### config.mk
export PLATFORM = sky130hd
export DESIGN_NAME = comparator2_3
export DESIGN_NICKNAME = d
export VERILOG_FILES = /design/src/rtl/comparator2_3.sv
export SDC_FILE = /design/constraint.sdc
export NUM_CORES = 1
export LEC_CHECK = 0
export ABC_CLOCK_PERIOD_IN_PS = 3600
export CAP_MARGIN = 25
export CORE_AREA = 2 2 39 41
export DETAILED_ROUTE_END_ITERATION = 8
export DIE_AREA = 0 0 41 43
export PLACE_DENSITY = 0.64
export SYNTH_ARGS = -nofsm -noshare
export SYNTH_HDL_FRONTEND = slang
export SYNTH_SLANG_ARGS = --single-unit
### constraint.sdc
create_clock -name clk -period 3.6 [get_ports clk]
set_input_delay 0.72 -clock clk [delete_from_list [all_inputs] [get_ports clk]]
set_output_delay 0.72 -clock clk [all_outputs]
set_load 0.05 [all_outputs]
### src/rtl/comparator2_3.sv
// comparator2_3: unsigned window comparator on input a.
//   out       - combinational, 1 iff LO <= a <= HI (bounds inclusive)
//   out_q     - out delayed by one clock
//   out_rise  - one-cycle pulse after the first edge that samples a match
//               following a non-match
//   hit_count - saturating count of edges that sampled out=1; clr zeroes it
// All registered state uses a synchronous active-low reset.
module comparator2_3 #(
  parameter int unsigned WIDTH = 4,
  parameter int unsigned LO    = 2,
  parameter int unsigned HI    = 3,
  parameter int unsigned CNT_W = 8
) (
  input  logic             clk,
  input  logic             rst_n,
  input  logic [WIDTH-1:0] a,
  input  logic             clr,
  output logic             out,
  output logic             out_q,
  output logic             out_rise,
  output logic [CNT_W-1:0] hit_count
);

  // Largest value a can hold, computed wide so WIDTH up to 63 is safe.
  localparam longint unsigned MAX_V = (64'd1 << WIDTH) - 64'd1;

  // An inverted window, or a lower bound above anything a can represent,
  // can never match.
  localparam bit EMPTY = (LO > HI) || (64'(LO) > MAX_V);

  // Bounds clipped into the representable range of a.
  localparam logic [WIDTH-1:0] LO_C = (64'(LO) > MAX_V) ? WIDTH'(MAX_V) : WIDTH'(LO);
  localparam logic [WIDTH-1:0] HI_C = (64'(HI) > MAX_V) ? WIDTH'(MAX_V) : WIDTH'(HI);

  localparam logic [CNT_W-1:0] CNT_MAX = '1;

  // Window decode. A bound sitting at the edge of the range of a is always
  // satisfied, so its compare is dropped rather than left as a constant-true
  // unsigned comparison.
  generate
    if (EMPTY) begin : g_empty
      assign out = 1'b0;
    end else begin : g_window
      logic ge_lo;
      logic le_hi;

      if (LO_C == '0) begin : g_lo_open
        assign ge_lo = 1'b1;
      end else begin : g_lo_cmp
        assign ge_lo = (a >= LO_C);
      end

      if (HI_C == '1) begin : g_hi_open
        assign le_hi = 1'b1;
      end else begin : g_hi_cmp
        assign le_hi = (a <= HI_C);
      end

      assign out = ge_lo & le_hi;
    end
  endgenerate

  // Registered match, rising-edge pulse and saturating hit counter.
  // NOTE: non-blocking assignments here so every register samples the
  // pre-edge value of out_q; a blocking update of out_q would make out_rise
  // compare out against itself and never pulse.
  always_ff @(posedge clk) begin
    if (!rst_n) begin
      // NOTE: reset is sampled only on the clock edge; nothing here may
      // appear in the sensitivity list besides clk.
      out_q     <= 1'b0;
      out_rise  <= 1'b0;
      hit_count <= '0;
    end else begin
      out_q    <= out;
      out_rise <= out & ~out_q;
      if (clr) begin
        hit_count <= '0;
      end else if (out && (hit_count != CNT_MAX)) begin
        hit_count <= hit_count + 1'b1;
      end
    end
  end

endmodule

==> impl_summary.txt, run 1 <==
----------------------------------------------------
[CTS]
  Clock tree from TritonCTS ... done
  Worst-skew pair later-pin latency ... 0.26 ns
  Max clock buf depth ... 2
  Post-cts repair resize count ... 0
  Clock sink count ... 10
  Post-CTS Hold Buffers ... 0
  Clock input transition at the sequential cells of the worst setup and hold paths ... 0.06 ns
  Post-CTS setup repair buffer count ... 0
  H-tree depth ... 1
  Number of clock buffers inserted by TritonCTS ... 3
  CTS Root Cell ... sky130_fd_sc_hd__clkbuf_4

[Yosys]
  Post-synthesis share of cell area spent on xor and xnor gates ... 0.09777
  Area contributors post-synth ... sky130_fd_sc_hd__dfxtp_1 45%, sky130_fd_sc_hd__xor2_1 9.8%, sky130_fd_sc_hd__nor2_1 5.0%
  Dominant cell by count in the synthesized netlist ... sky130_fd_sc_hd__dfxtp_1
  Post-synthesis compound-gate area fraction ... 0.1201
  Combinational family with the most area after synthesis ... simple AND/OR/NAND/NOR gates
  Post-synthesis share of cell area spent on and, or, nand and nor gates ... 0.2765
  Register area share after synthesis ... 0.4469
  Post-synth top area share ... 0.4469
  Number of flops mapped to enable cells by yosys ... 0
  Commonest cells in the synthesized netlist ... 10 x sky130_fd_sc_hd__dfxtp_1, 6 x sky130_fd_sc_hd__nor2_1, 5 x sky130_fd_sc_hd__xor2_1, 3 x sky130_fd_sc_hd__nand3_1, 3 x sky130_fd_sc_hd__o21ai_0
  Synth area leader ... sky130_fd_sc_hd__dfxtp_1
  Post-synthesis share of cell area spent on full adders, half adders and majority gates ... 0.02793
  Syn Nets ... 54
  Number of instances in the synthesized netlist ... 46
  Post-synth cell types ... 20
  Combined area of all synthesized cells ... 447.9 sq um
  Most used flip-flop cell after synthesis ... sky130_fd_sc_hd__dfxtp_1
  Avg Inst Size Synth ... 9.738 sq um
  Warnings, synthesis ... 0
  Post-synth ARST share ... 0
  Share of cell area taken by muxes after synthesis ... 0.02235
  Flops & latches, synth ... 10

[Power and ir drop]
  Reported leakage power ... 0.0002418 uW
  Post-route total power ... 204.5 uW
  Peak supply drop ... 0.0002003 V
  Total power density per cell area ... 312.4 nW/um^2

[GRT]
  Global-route wire length before repair ... 1511 um
  Number of global-route vias before repair ... 362
  Tot GR Track Use ... 0.1280
  Initial antenna violation count ... 0
  Sum of overflow across all layers after global routing ... 0
  Maximum number of pins on one net before global-route repair ... 9

[STA]
  Remaining max-slew budget at the tightest pin ... 0.6702
  Actual transition at the worst max-transition pin ... 0.4932 ns
  Setup violators final ... 0
  Share of the cycle needed by the critical path after routing ... 0.8113
  Clock skew after layout ... 0.0003798 ns
  Max-slew violation count ... 0
  Total negative slack ... 0 ns
  Shortest period the worst path allows ... 2.921 ns
  Maximum frequency from static timing analysis ... 342.4 MHz
  Unrepaired setup endpoints after global routing ... false
  Hold slack final ... 0.4079 ns
  Number of endpoints with negative hold slack in the final report ... 0

[Worst setup path]
  Category of the worst setup path capture point ... output port
  Critical path startpoint category ... input pin
  CP max FO ... 2
  Arr. time, crit path ... 2.20 ns
  Path type of the worst setup path ... in -> out
  Req. time, crit path ... 2.88 ns

[Placed design]
  Input/output buffers ... 16
  Dpl hpwl ... 633.2 um
  Routability Congestion ... 0.6754
  Post-DP Area ... 631.9 sq um

[Layout]
  Area growth from synthesis to final layout ... 46.09%
  Fraction of final layout cells with drive strength greater than 1 ... 0.1077
  Count of inserted antenna diode cells ... 0
  Fill cells ... 143
  Total Nets Final ... 75
  Post-Route Utilization ... 0.4729
  Post-route cell area ... 654.4 sq um

[Drt]
  Post-DR vias/cell ... 4.864
  Final antenna-violating net count ... 0
  DR vias ... 394
  Violation count after the first detailed-routing iteration ... 4
  Number of detailed-routing iterations run before antenna repair ... 2
  Detail-routed net length per standard cell ... 10.33 um
  Residual DRC ... 0
  Total wire length after detailed routing ... 837 um

[Floorplan]
  Starting density of the core ... 0.3237
  Num ports ... 18
  Row count ... 14
  Core area ... 1384 sq um
  Chip width ... 41 um
  Area enclosed by the die boundary ... 1763 sq um
  Vertical extent of the die ... 43 um

[Run]
  # Max-Cap Violations ... 0

[Min path]
  Class of the tightest hold or removal check ... reg -> reg

[Outcome]
  Run status ... completed

----------------------------------------------------
## where the power goes
part           total [uW]  switching, uW  internal [uW]
sequential            112          0.501            112
combinational        19.4           9.76           9.65
clock                73.0           34.6           38.4
## layout by cell type (no fill, tap or decap)
master	n
sky130_fd_sc_hd__nor2_1	6
sky130_fd_sc_hd__nand3_1	3
sky130_fd_sc_hd__dfxtp_1	10
sky130_fd_sc_hd__nor2b_1	1
sky130_fd_sc_hd__ha_1	1
sky130_fd_sc_hd__o211ai_4	1
sky130_fd_sc_hd__clkbuf_4	3
sky130_fd_sc_hd__and2_1	1
sky130_fd_sc_hd__a21oi_1	2
sky130_fd_sc_hd__o21ai_0	3
sky130_fd_sc_hd__nand2_1	1
sky130_fd_sc_hd__nand2b_1	1
sky130_fd_sc_hd__and2_2	1
sky130_fd_sc_hd__nor3b_4	1
sky130_fd_sc_hd__and3_1	2
sky130_fd_sc_hd__buf_4	1
sky130_fd_sc_hd__o211ai_1	1
sky130_fd_sc_hd__nand4_1	2
sky130_fd_sc_hd__xor2_1	5
sky130_fd_sc_hd__clkdlybuf4s50_1	16
sky130_fd_sc_hd__mux2i_1	1
sky130_fd_sc_hd__or3_1	2
## metal layers
metal | routed length [um] | vias to the layer above | track usage | share of wire
met5 | 0 | - | 0 | 0
met4 | 8 | 0 | 0.1000 | 0.0096
met3 | 45 | 2 | 0.03141 | 0.054
met2 | 364 | 10 | 0.1594 | 0.43
met1 | 418 | 180 | 0.1792 | 0.50
li1 | - | 202 | - | -
## area by class of cell
cell class | instances | area (sq um) | area share
Multi-Input combinational cell | 35 | 244.0 | 0.3728
Sequential cell | 10 | 200.2 | 0.3059
Timing Repair Buffer | 17 | 167.7 | 0.2562
Clock buffer | 3 | 22.52 | 0.03442
Tap cell | 16 | 20.02 | 0.03059
## final timing paths
| kind | start | end | slack [ns] | cells past startpoint |
|---|---|---|---|---|
| setup reg to reg | hit_count[0] | hit_count[1] | 2.09 | 5 |
| setup / recovery | a[2] | out | 0.68 | 3 |
| hold reg to reg | out_q | out_rise | 0.41 | 1 |
| hold / removal | out_q | out_rise | 0.41 | 1 |
## sequential cells by signal, summed over array words and instances (netlist names)
name,cells
hit_count,8
out_q,1
out_rise,1
## worst max-delay path: stages
cell	delay (ns)
sky130_fd_sc_hd__clkdlybuf4s50_1	0.44
sky130_fd_sc_hd__nor3b_4	0.21
sky130_fd_sc_hd__clkdlybuf4s50_1	0.83
## through the flow
| stage | setup slack, ns | std cells |
|---|---|---|
| 3_3_place_gp | 0.6805 | 78 |
| 3_5_place_dp | 0.6786 | 78 |
| 6_report | 0.6792 | 81 |
| 5_1_grt | 0.6450 | 81 |
| 2_1_floorplan | 1.534 | 46 |
| 4_1_cts | 0.6740 | 81 |
## logic make-up after synthesis
logic type / count (synthesis)
AND/OR/NAND/NOR: 21
AO/OA/AOI/OAI: 7
adder cells (fa/ha/maj): 1
XOR/XNOR: 5
multiplexers: 1
flip-flops: 10
buffers and inverters: 1
Power figures use the tool's default switching activity.
==> inputs of run 2 (changes only) <==
--- a/config.mk
+++ b/config.mk
@@ -5,7 +5,7 @@
 export SDC_FILE = /design/constraint.sdc
 export NUM_CORES = 1
 export LEC_CHECK = 0
-export ABC_CLOCK_PERIOD_IN_PS = 3600
+export ABC_CLOCK_PERIOD_IN_PS = 2800
 export CAP_MARGIN = 25
 export CORE_AREA = 2 2 39 41
 export DETAILED_ROUTE_END_ITERATION = 8
==> constraint.sdc (replaced) <==
create_clock -name clk -period 2.8 [get_ports clk]
set_input_delay 0.56 -clock clk [delete_from_list [all_inputs] [get_ports clk]]
set_output_delay 0.56 -clock clk [all_outputs]
set_load 0.05 [all_outputs]
==> impl_summary.txt, run 2 (synthesized netlist as in run 1, its figures left out) <==
----------------------------------------------------
[Power and ir drop]
  Clock group share of total power ... 0.431 (was 0.357)
  Post-route total power ... 298.2 uW (was 204.5 uW)
  Internal power summed over all cells ... 235.2 uW (was 159.6 uW)
  Total power density per cell area ... 444.6 nW/um^2 (was 312.4 nW/um^2)
  Peak supply drop ... 0.0003942 V (was 0.0002003 V)
  Share of total power consumed by net switching ... 0.2112 (was 0.2194)
  Combinational cell fraction of total power ... 0.086 (was 0.095)
  Sequential cell fraction of total power ... 0.483 (was 0.548)
  Reported leakage power ... 0.0002486 uW (was 0.0002418 uW)
  Net switching power of the design ... 62.98 uW (was 44.85 uW)

[Worst setup path]
  Chain of cells forming the critical path ... clkdlybuf4s50_1, nor3b_4, buf_12 (was clkdlybuf4s50_1, nor3b_4, clkdlybuf4s50_1)
  CP max FO ... 7 (was 2)
  Slowest CP cell ... sky130_fd_sc_hd__clkdlybuf4s50_1 (unchanged)
  Path type of the worst setup path ... in -> out (unchanged)
  Req. time, crit path ... 2.24 ns (was 2.88 ns)
  Category of the worst setup path capture point ... output port (unchanged)
  Arr. time, crit path ... 1.61 ns (was 2.20 ns)
  Critical path startpoint category ... input pin (unchanged)
  CP peak stage delay ... 0.44 ns (was 0.83 ns)

[STA]
  Total negative slack ... 0 ns (unchanged)
  Setup violators final ... 0 (unchanged)
  Maximum frequency from static timing analysis ... 460.9 MHz
  Max-slew violation count ... 0 (unchanged)
  Number of endpoints with negative hold slack in the final report ... 0 (unchanged)
  Shortest period the worst path allows ... 2.170 ns
  Remaining max-slew budget at the tightest pin ... 0.6704 (was 0.6702)
  Actual transition at the worst max-transition pin ... 0.4929 ns (was 0.4932 ns)
  Share of the cycle needed by the critical path after routing ... 0.7749
  Clock skew after layout ... 0.004053 ns (was 0.0003798 ns)
  Unrepaired setup endpoints after global routing ... false (unchanged)

[CTS]
  Worst-skew pair later-pin latency ... 0.27 ns (was 0.26 ns)
  Number of clock buffers inserted by TritonCTS ... 3 (unchanged)
  H-tree depth ... 1 (unchanged)
  Max clock buf depth ... 2 (unchanged)
  Clock input transition at the sequential cells of the worst setup and hold paths ... 0.07 ns (was 0.06 ns)
  Post-CTS Hold Buffers ... 0 (unchanged)
  Clock tree from TritonCTS ... done (unchanged)
  Clock sink count ... 10 (unchanged)
  Post-cts repair resize count ... 0 (unchanged)
  Post-CTS setup repair buffer count ... 0 (unchanged)
  CTS Root Cell ... sky130_fd_sc_hd__clkbuf_4 (unchanged)

[Drt]
  Detail-routed net length per standard cell ... 10.32 um (was 10.33 um)
  DR vias ... 393 (was 394)
  Number of detailed-routing iterations run before antenna repair ... 3 (was 2)
  Total wire length after detailed routing ... 836 um (was 837 um)
  Final antenna-violating net count ... 0 (unchanged)
  Residual DRC ... 0 (unchanged)
  Post-DR vias/cell ... 4.852 (was 4.864)
  Violation count after the first detailed-routing iteration ... 6 (was 4)

[Floorplan]
  Area enclosed by the die boundary ... 1763 sq um (unchanged)
  Chip width ... 41 um (unchanged)
  Num ports ... 18 (unchanged)
  Row count ... 14 (unchanged)
  Core area ... 1384 sq um (unchanged)
  Vertical extent of the die ... 43 um (unchanged)
  Starting density of the core ... 0.3237 (unchanged)

[Run]
  # Max-Cap Violations ... 0 (unchanged)

[Layout]
  Area growth from synthesis to final layout ... 49.72% (was 46.09%)
  Fraction of final layout cells with drive strength greater than 1 ... 0.1231 (was 0.1077)
  Register with the highest flop count ... hit_count (unchanged)
  Area taken by multi-input logic gates ... 244.0 sq um (unchanged)
  Filler-free cell count of the finished design ... 81 (unchanged)
  Total Nets Final ... 74 (was 75)
  Most common library cell in the layout ignoring fill and taps ... sky130_fd_sc_hd__clkdlybuf4s50_1 (unchanged)
  Fill cells ... 148 (was 143)
  Post-Route Utilization ... 0.4846 (was 0.4729)
  Most frequent cells in the layout ... 15 x sky130_fd_sc_hd__clkdlybuf4s50_1, 10 x sky130_fd_sc_hd__dfxtp_1, 6 x sky130_fd_sc_hd__nor2_1, 5 x sky130_fd_sc_hd__xor2_1 (was 16 x sky130_fd_sc_hd__clkdlybuf4s50_1, 10 x sky130_fd_sc_hd__dfxtp_1, 6 x sky130_fd_sc_hd__nor2_1, 5 x sky130_fd_sc_hd__xor2_1)
  Count of inserted antenna diode cells ... 0 (unchanged)
  Number of flip-flops in the largest register ... 8 (unchanged)
  Combined flip-flop and latch cell area ... 200.2 sq um (unchanged)
  Registers with the most flip-flops ... hit_count (8), out_q (1), out_rise (1) (unchanged)

[Placed design]
  Dpl hpwl ... 633.7 um (was 633.2 um)
  Number of placed cells counting well taps ... 77 (was 78)
  Input/output buffers ... 16 (unchanged)
  Routability Congestion ... 0.6760 (was 0.6754)

[Outcome]
  Run status ... completed (unchanged)

[GRT]
  Initial antenna violation count ... 0 (unchanged)
  Maximum number of pins on one net before global-route repair ... 9 (unchanged)
  Tot GR Track Use ... 0.1290 (was 0.1280)
  Sum of overflow across all layers after global routing ... 0 (unchanged)
  Number of global-route vias before repair ... 362 (unchanged)
  Global-route wire length before repair ... 1483 um (was 1511 um)

[Min path]
  Class of the tightest hold or removal check ... reg -> reg (unchanged)

----------------------------------------------------
run 2: changes by cell type in the layout (fill, tap and decap cells not counted), sizes merged:
| cell | delta |
|---|---|
| clkdlybuf4s50 | -1 |
| clkbuf | +1 |
run 2: power groups by stage:
stage / clock network [uW] / logic (uW) / registers, uW
6_report: 129 / 25.6 / 144
5_1_grt: 141 / 27.3 / 144
4_1_cts: 134 / 25.9 / 144
3_5_place_dp: 0 / 25.8 / 147
2_1_floorplan: 0 / 8.44 / 151
3_3_place_gp: 0 / 25.8 / 147
run 2: stage by stage:
stage,setup slack [ns],hold slack [ns],cell area (sq um)
floorplan,0.8936,0.6409,447.9
global route,0.5401,0.4267,670.6
finish,0.6303,0.4115,670.6
detailed placement,0.6274,0.4072,634.4
CTS,0.6298,0.4175,670.6
global placement,0.6276,0.3983,634.4
run 2: final timing paths:
check	start	to	slack (ns)	cells past startpoint
min reg2reg	out_q	out_rise	0.41	1
min	out_q	out_rise	0.41	1
max reg2reg	hit_count[0]	hit_count[1]	1.30	5
max	a[2]	out	0.63	3
run 2: final cells by class:
cell class / instances / share of cell area
timing repair buffer: 16 / 0.2537
tap: 16 / 0.02985
clock buffer: 4 / 0.05410
sequential: 10 / 0.2985
multi-input combinational: 35 / 0.3638
run 2: worst max-delay path: cells and delay by family:
kind	cells	cell delay [ns]
buffers and inverters	2	0.63
and+or+nand+nor	1	0.41
run 2: layer usage:
metal | vias to the layer above | global-route usage | part of all wire
met5 | - | 0 | 0
met4 | 0 | 0.06000 | 0.012
met3 | 2 | 0.07853 | 0.078
met2 | 14 | 0.1688 | 0.44
met1 | 175 | 0.1629 | 0.47
li1 | 202 | - | -
==> inputs of run 3 (changes only) <==
--- a/config.mk
+++ b/config.mk
@@ -5,7 +5,7 @@
 export SDC_FILE = /design/constraint.sdc
 export NUM_CORES = 1
 export LEC_CHECK = 0
-export ABC_CLOCK_PERIOD_IN_PS = 2800
+export ABC_CLOCK_PERIOD_IN_PS = 2100
 export CAP_MARGIN = 25
 export CORE_AREA = 2 2 39 41
 export DETAILED_ROUTE_END_ITERATION = 8
==> constraint.sdc (replaced) <==
create_clock -name clk -period 2.1 [get_ports clk]
set_input_delay 0.42 -clock clk [delete_from_list [all_inputs] [get_ports clk]]
set_output_delay 0.42 -clock clk [all_outputs]
set_load 0.05 [all_outputs]
==> impl_summary.txt, run 3 (synthesized netlist as in run 1, its figures left out) <==
----------------------------------------------------
[Worst setup path]
  Path type of the worst setup path ... in -> out (unchanged)
  Critical path startpoint category ... input pin (unchanged)
  Chain of cells forming the critical path ... clkdlybuf4s50_1, nor3b_4, buf_4, buf_12 (was clkdlybuf4s50_1, nor3b_4, buf_12)
  Startpoint of the most critical register-to-register path ... hit_count[0] (unchanged)
  CP max FO ... 6 (was 7)
  Arr. time, crit path ... 1.54 ns (was 1.61 ns)
  Number of cells on the worst reg-to-reg path ... 5 (unchanged)
  Setup slack, reg-to-reg ... 0.62 ns (was 1.30 ns)
  Worst R2R End ... hit_count[1] (unchanged)
  Category of the worst setup path capture point ... output port (unchanged)
  Req. time, crit path ... 1.68 ns (was 2.24 ns)
  Slowest CP cell ... sky130_fd_sc_hd__clkdlybuf4s50_1 (unchanged)
  Worst Setup EP ... out (unchanged)
  Timing startpoint of the critical path ... a[2] (unchanged)
  CP peak stage delay ... 0.44 ns (about the same)

[Drt]
  Post-DR vias/cell ... 4.795 (was 4.852)
  Highest routing layer actually used ... met4 (unchanged)
  Met2 routed wirelength ... 394 um (was 366 um)
  Residual DRC ... 0 (unchanged)
  Detail-routed net length per standard cell ... 10.46 um (was 10.32 um)
  DR vias ... 398 (was 393)
  Violation count after the first detailed-routing iteration ... 1 (was 6)
  Final antenna-violating net count ... 0 (unchanged)
  Wire length on met3 ... 47 um (was 65 um)
  Number of detailed-routing iterations run before antenna repair ... 2 (was 3)
  Met1 Wirelength ... 413 um (was 393 um)
  Total wire length after detailed routing ... 868 um (was 836 um)

[STA]
  Unrepaired setup endpoints after global routing ... false (unchanged)
  Setup violators final ... 0 (unchanged)
  Max-slew violation count ... 0 (unchanged)
  Share of the cycle needed by the critical path after routing ... 0.9312
  Remaining max-slew budget at the tightest pin ... 0.6671 (was 0.6704)
  Number of endpoints with negative hold slack in the final report ... 0 (unchanged)
  Hold slack final ... 0.4235 ns (was 0.4115 ns)
  Smallest setup slack after layout ... 0.1445 ns (was 0.6303 ns)
  Shortest period the worst path allows ... 1.956 ns
  Actual transition at the worst max-transition pin ... 0.4978 ns (was 0.4929 ns)
  Clock skew after layout ... 0.0003552 ns (was 0.004053 ns)
  Total negative slack ... 0 ns (unchanged)
  Maximum frequency from static timing analysis ... 511.4 MHz

[Min path]
  Depth of the worst hold-timing path ... 1 (unchanged)
  Source of the worst hold timing path ... out_q (unchanged)
  Class of the tightest hold or removal check ... reg -> reg (unchanged)

[Layout]
  Fill cells ... 139 (was 148)
  Most frequent cells in the layout ... 15 x sky130_fd_sc_hd__clkdlybuf4s50_1, 10 x sky130_fd_sc_hd__dfxtp_1, 6 x sky130_fd_sc_hd__nor2_1, 5 x sky130_fd_sc_hd__xor2_1 (unchanged)
  Combined flip-flop and latch cell area ... 200.2 sq um (unchanged)
  Area taken by multi-input logic gates ... 244.0 sq um (unchanged)
  Total Nets Final ... 76 (was 74)
  Most common library cell in the layout ignoring fill and taps ... sky130_fd_sc_hd__clkdlybuf4s50_1 (unchanged)
  Area growth from synthesis to final layout ... 53.07% (was 49.72%)
  Register with the highest flop count ... hit_count (unchanged)
  Count of inserted antenna diode cells ... 0 (unchanged)
  Number of flip-flops in the largest register ... 8 (unchanged)
  Fraction of final layout cells with drive strength greater than 1 ... 0.1493 (was 0.1231)
  Registers with the most flip-flops ... hit_count (8), out_q (1), out_rise (1) (unchanged)

[Floorplan]
  Starting density of the core ... 0.3237 (unchanged)
  Core area ... 1384 sq um (unchanged)
  Area enclosed by the die boundary ... 1763 sq um (unchanged)
  Chip width ... 41 um (unchanged)
  Row count ... 14 (unchanged)
  Vertical extent of the die ... 43 um (unchanged)
  Num ports ... 18 (unchanged)

[GRT]
  Global-route wire length before repair ... 1469 um (was 1483 um)
  Initial antenna violation count ... 0 (unchanged)
  Maximum number of pins on one net before global-route repair ... 9 (unchanged)
  Tot GR Track Use ... 0.1260 (was 0.1290)
  Sum of overflow across all layers after global routing ... 0 (unchanged)
  Number of global-route vias before repair ... 352 (was 362)

[Placed design]
  Post-Place Worst Slack ... 0.1430 ns (was 0.6274 ns)
  Routability Congestion ... 0.6906 (was 0.6760)
  Input/output buffers ... 16 (unchanged)
  Dpl hpwl ... 693.7 um (was 633.7 um)

[Power and ir drop]
  Total power density per cell area ... 584.6 nW/um^2 (was 444.6 nW/um^2)
  Reported leakage power ... 0.0002593 uW (was 0.0002486 uW)
  Peak supply drop ... 0.0004430 V (was 0.0003942 V)

[CTS]
  Clock sink count ... 10 (unchanged)
  Post-CTS setup repair buffer count ... 0 (unchanged)
  H-tree depth ... 1 (unchanged)
  Clock tree from TritonCTS ... done (unchanged)
  Number of clock buffers inserted by TritonCTS ... 3 (unchanged)
  Worst-skew pair later-pin latency ... 0.26 ns (was 0.27 ns)
  Post-CTS Hold Buffers ... 0 (unchanged)
  CTS Root Cell ... sky130_fd_sc_hd__clkbuf_4 (unchanged)
  Max clock buf depth ... 2 (unchanged)
  Clock input transition at the sequential cells of the worst setup and hold paths ... 0.07 ns (about the same)
  Post-cts repair resize count ... 0 (unchanged)

[Run]
  # Max-Cap Violations ... 0 (unchanged)

[Outcome]
  Run status ... completed (unchanged)

----------------------------------------------------
[run 3: layer usage]
metal,vias to the layer above,track usage
met1,180,0.1564
met4,0,0.08000
met2,12,0.1750
met5,-,0
li1,204,-
met3,2,0.04712
[run 3: worst min path at each step]
stage / end
2_1_floorplan: out_q
3_3_place_gp: out_rise
3_5_place_dp: out_rise
4_1_cts: out_rise
5_1_grt: out_rise
6_report: out_rise
[run 3: cell type report]
| cell class | instances | area share |
|---|---|---|
| Clock buffer | 4 | 0.05292 |
| Multi-Input combinational cell | 35 | 0.3558 |
| Sequential cell | 10 | 0.2920 |
| Tap cell | 16 | 0.02920 |
| Timing Repair Buffer | 18 | 0.2701 |
[run 3: per-stage QoR]
step                      power [uW]  instance area (sq um)  std cells    util
final                          400.8                  685.7         83  0.4955
after CTS                      408.0                  685.7         83  0.4955
after global routing           418.5                  685.7         83  0.4955
after floorplan                212.9                  447.9         46       -
after global placement         231.8                  649.4         79  0.4693
after detailed placement       232.0                  649.4         79  0.4693
[run 3: critical path, delay by kind of cell]
kind | cells | cell delay [ns]
buf+inv | 3 | 0.76
simple gates | 1 | 0.35
[run 3: where the power goes]
part | leakage, uW | internal [uW] | switching (uW)
Clock | 0.0000210 | 105 | 68.4
Combinational | 0.000158 | 18.2 | 17.0
Sequential | 0.0000807 | 191 | 0.900
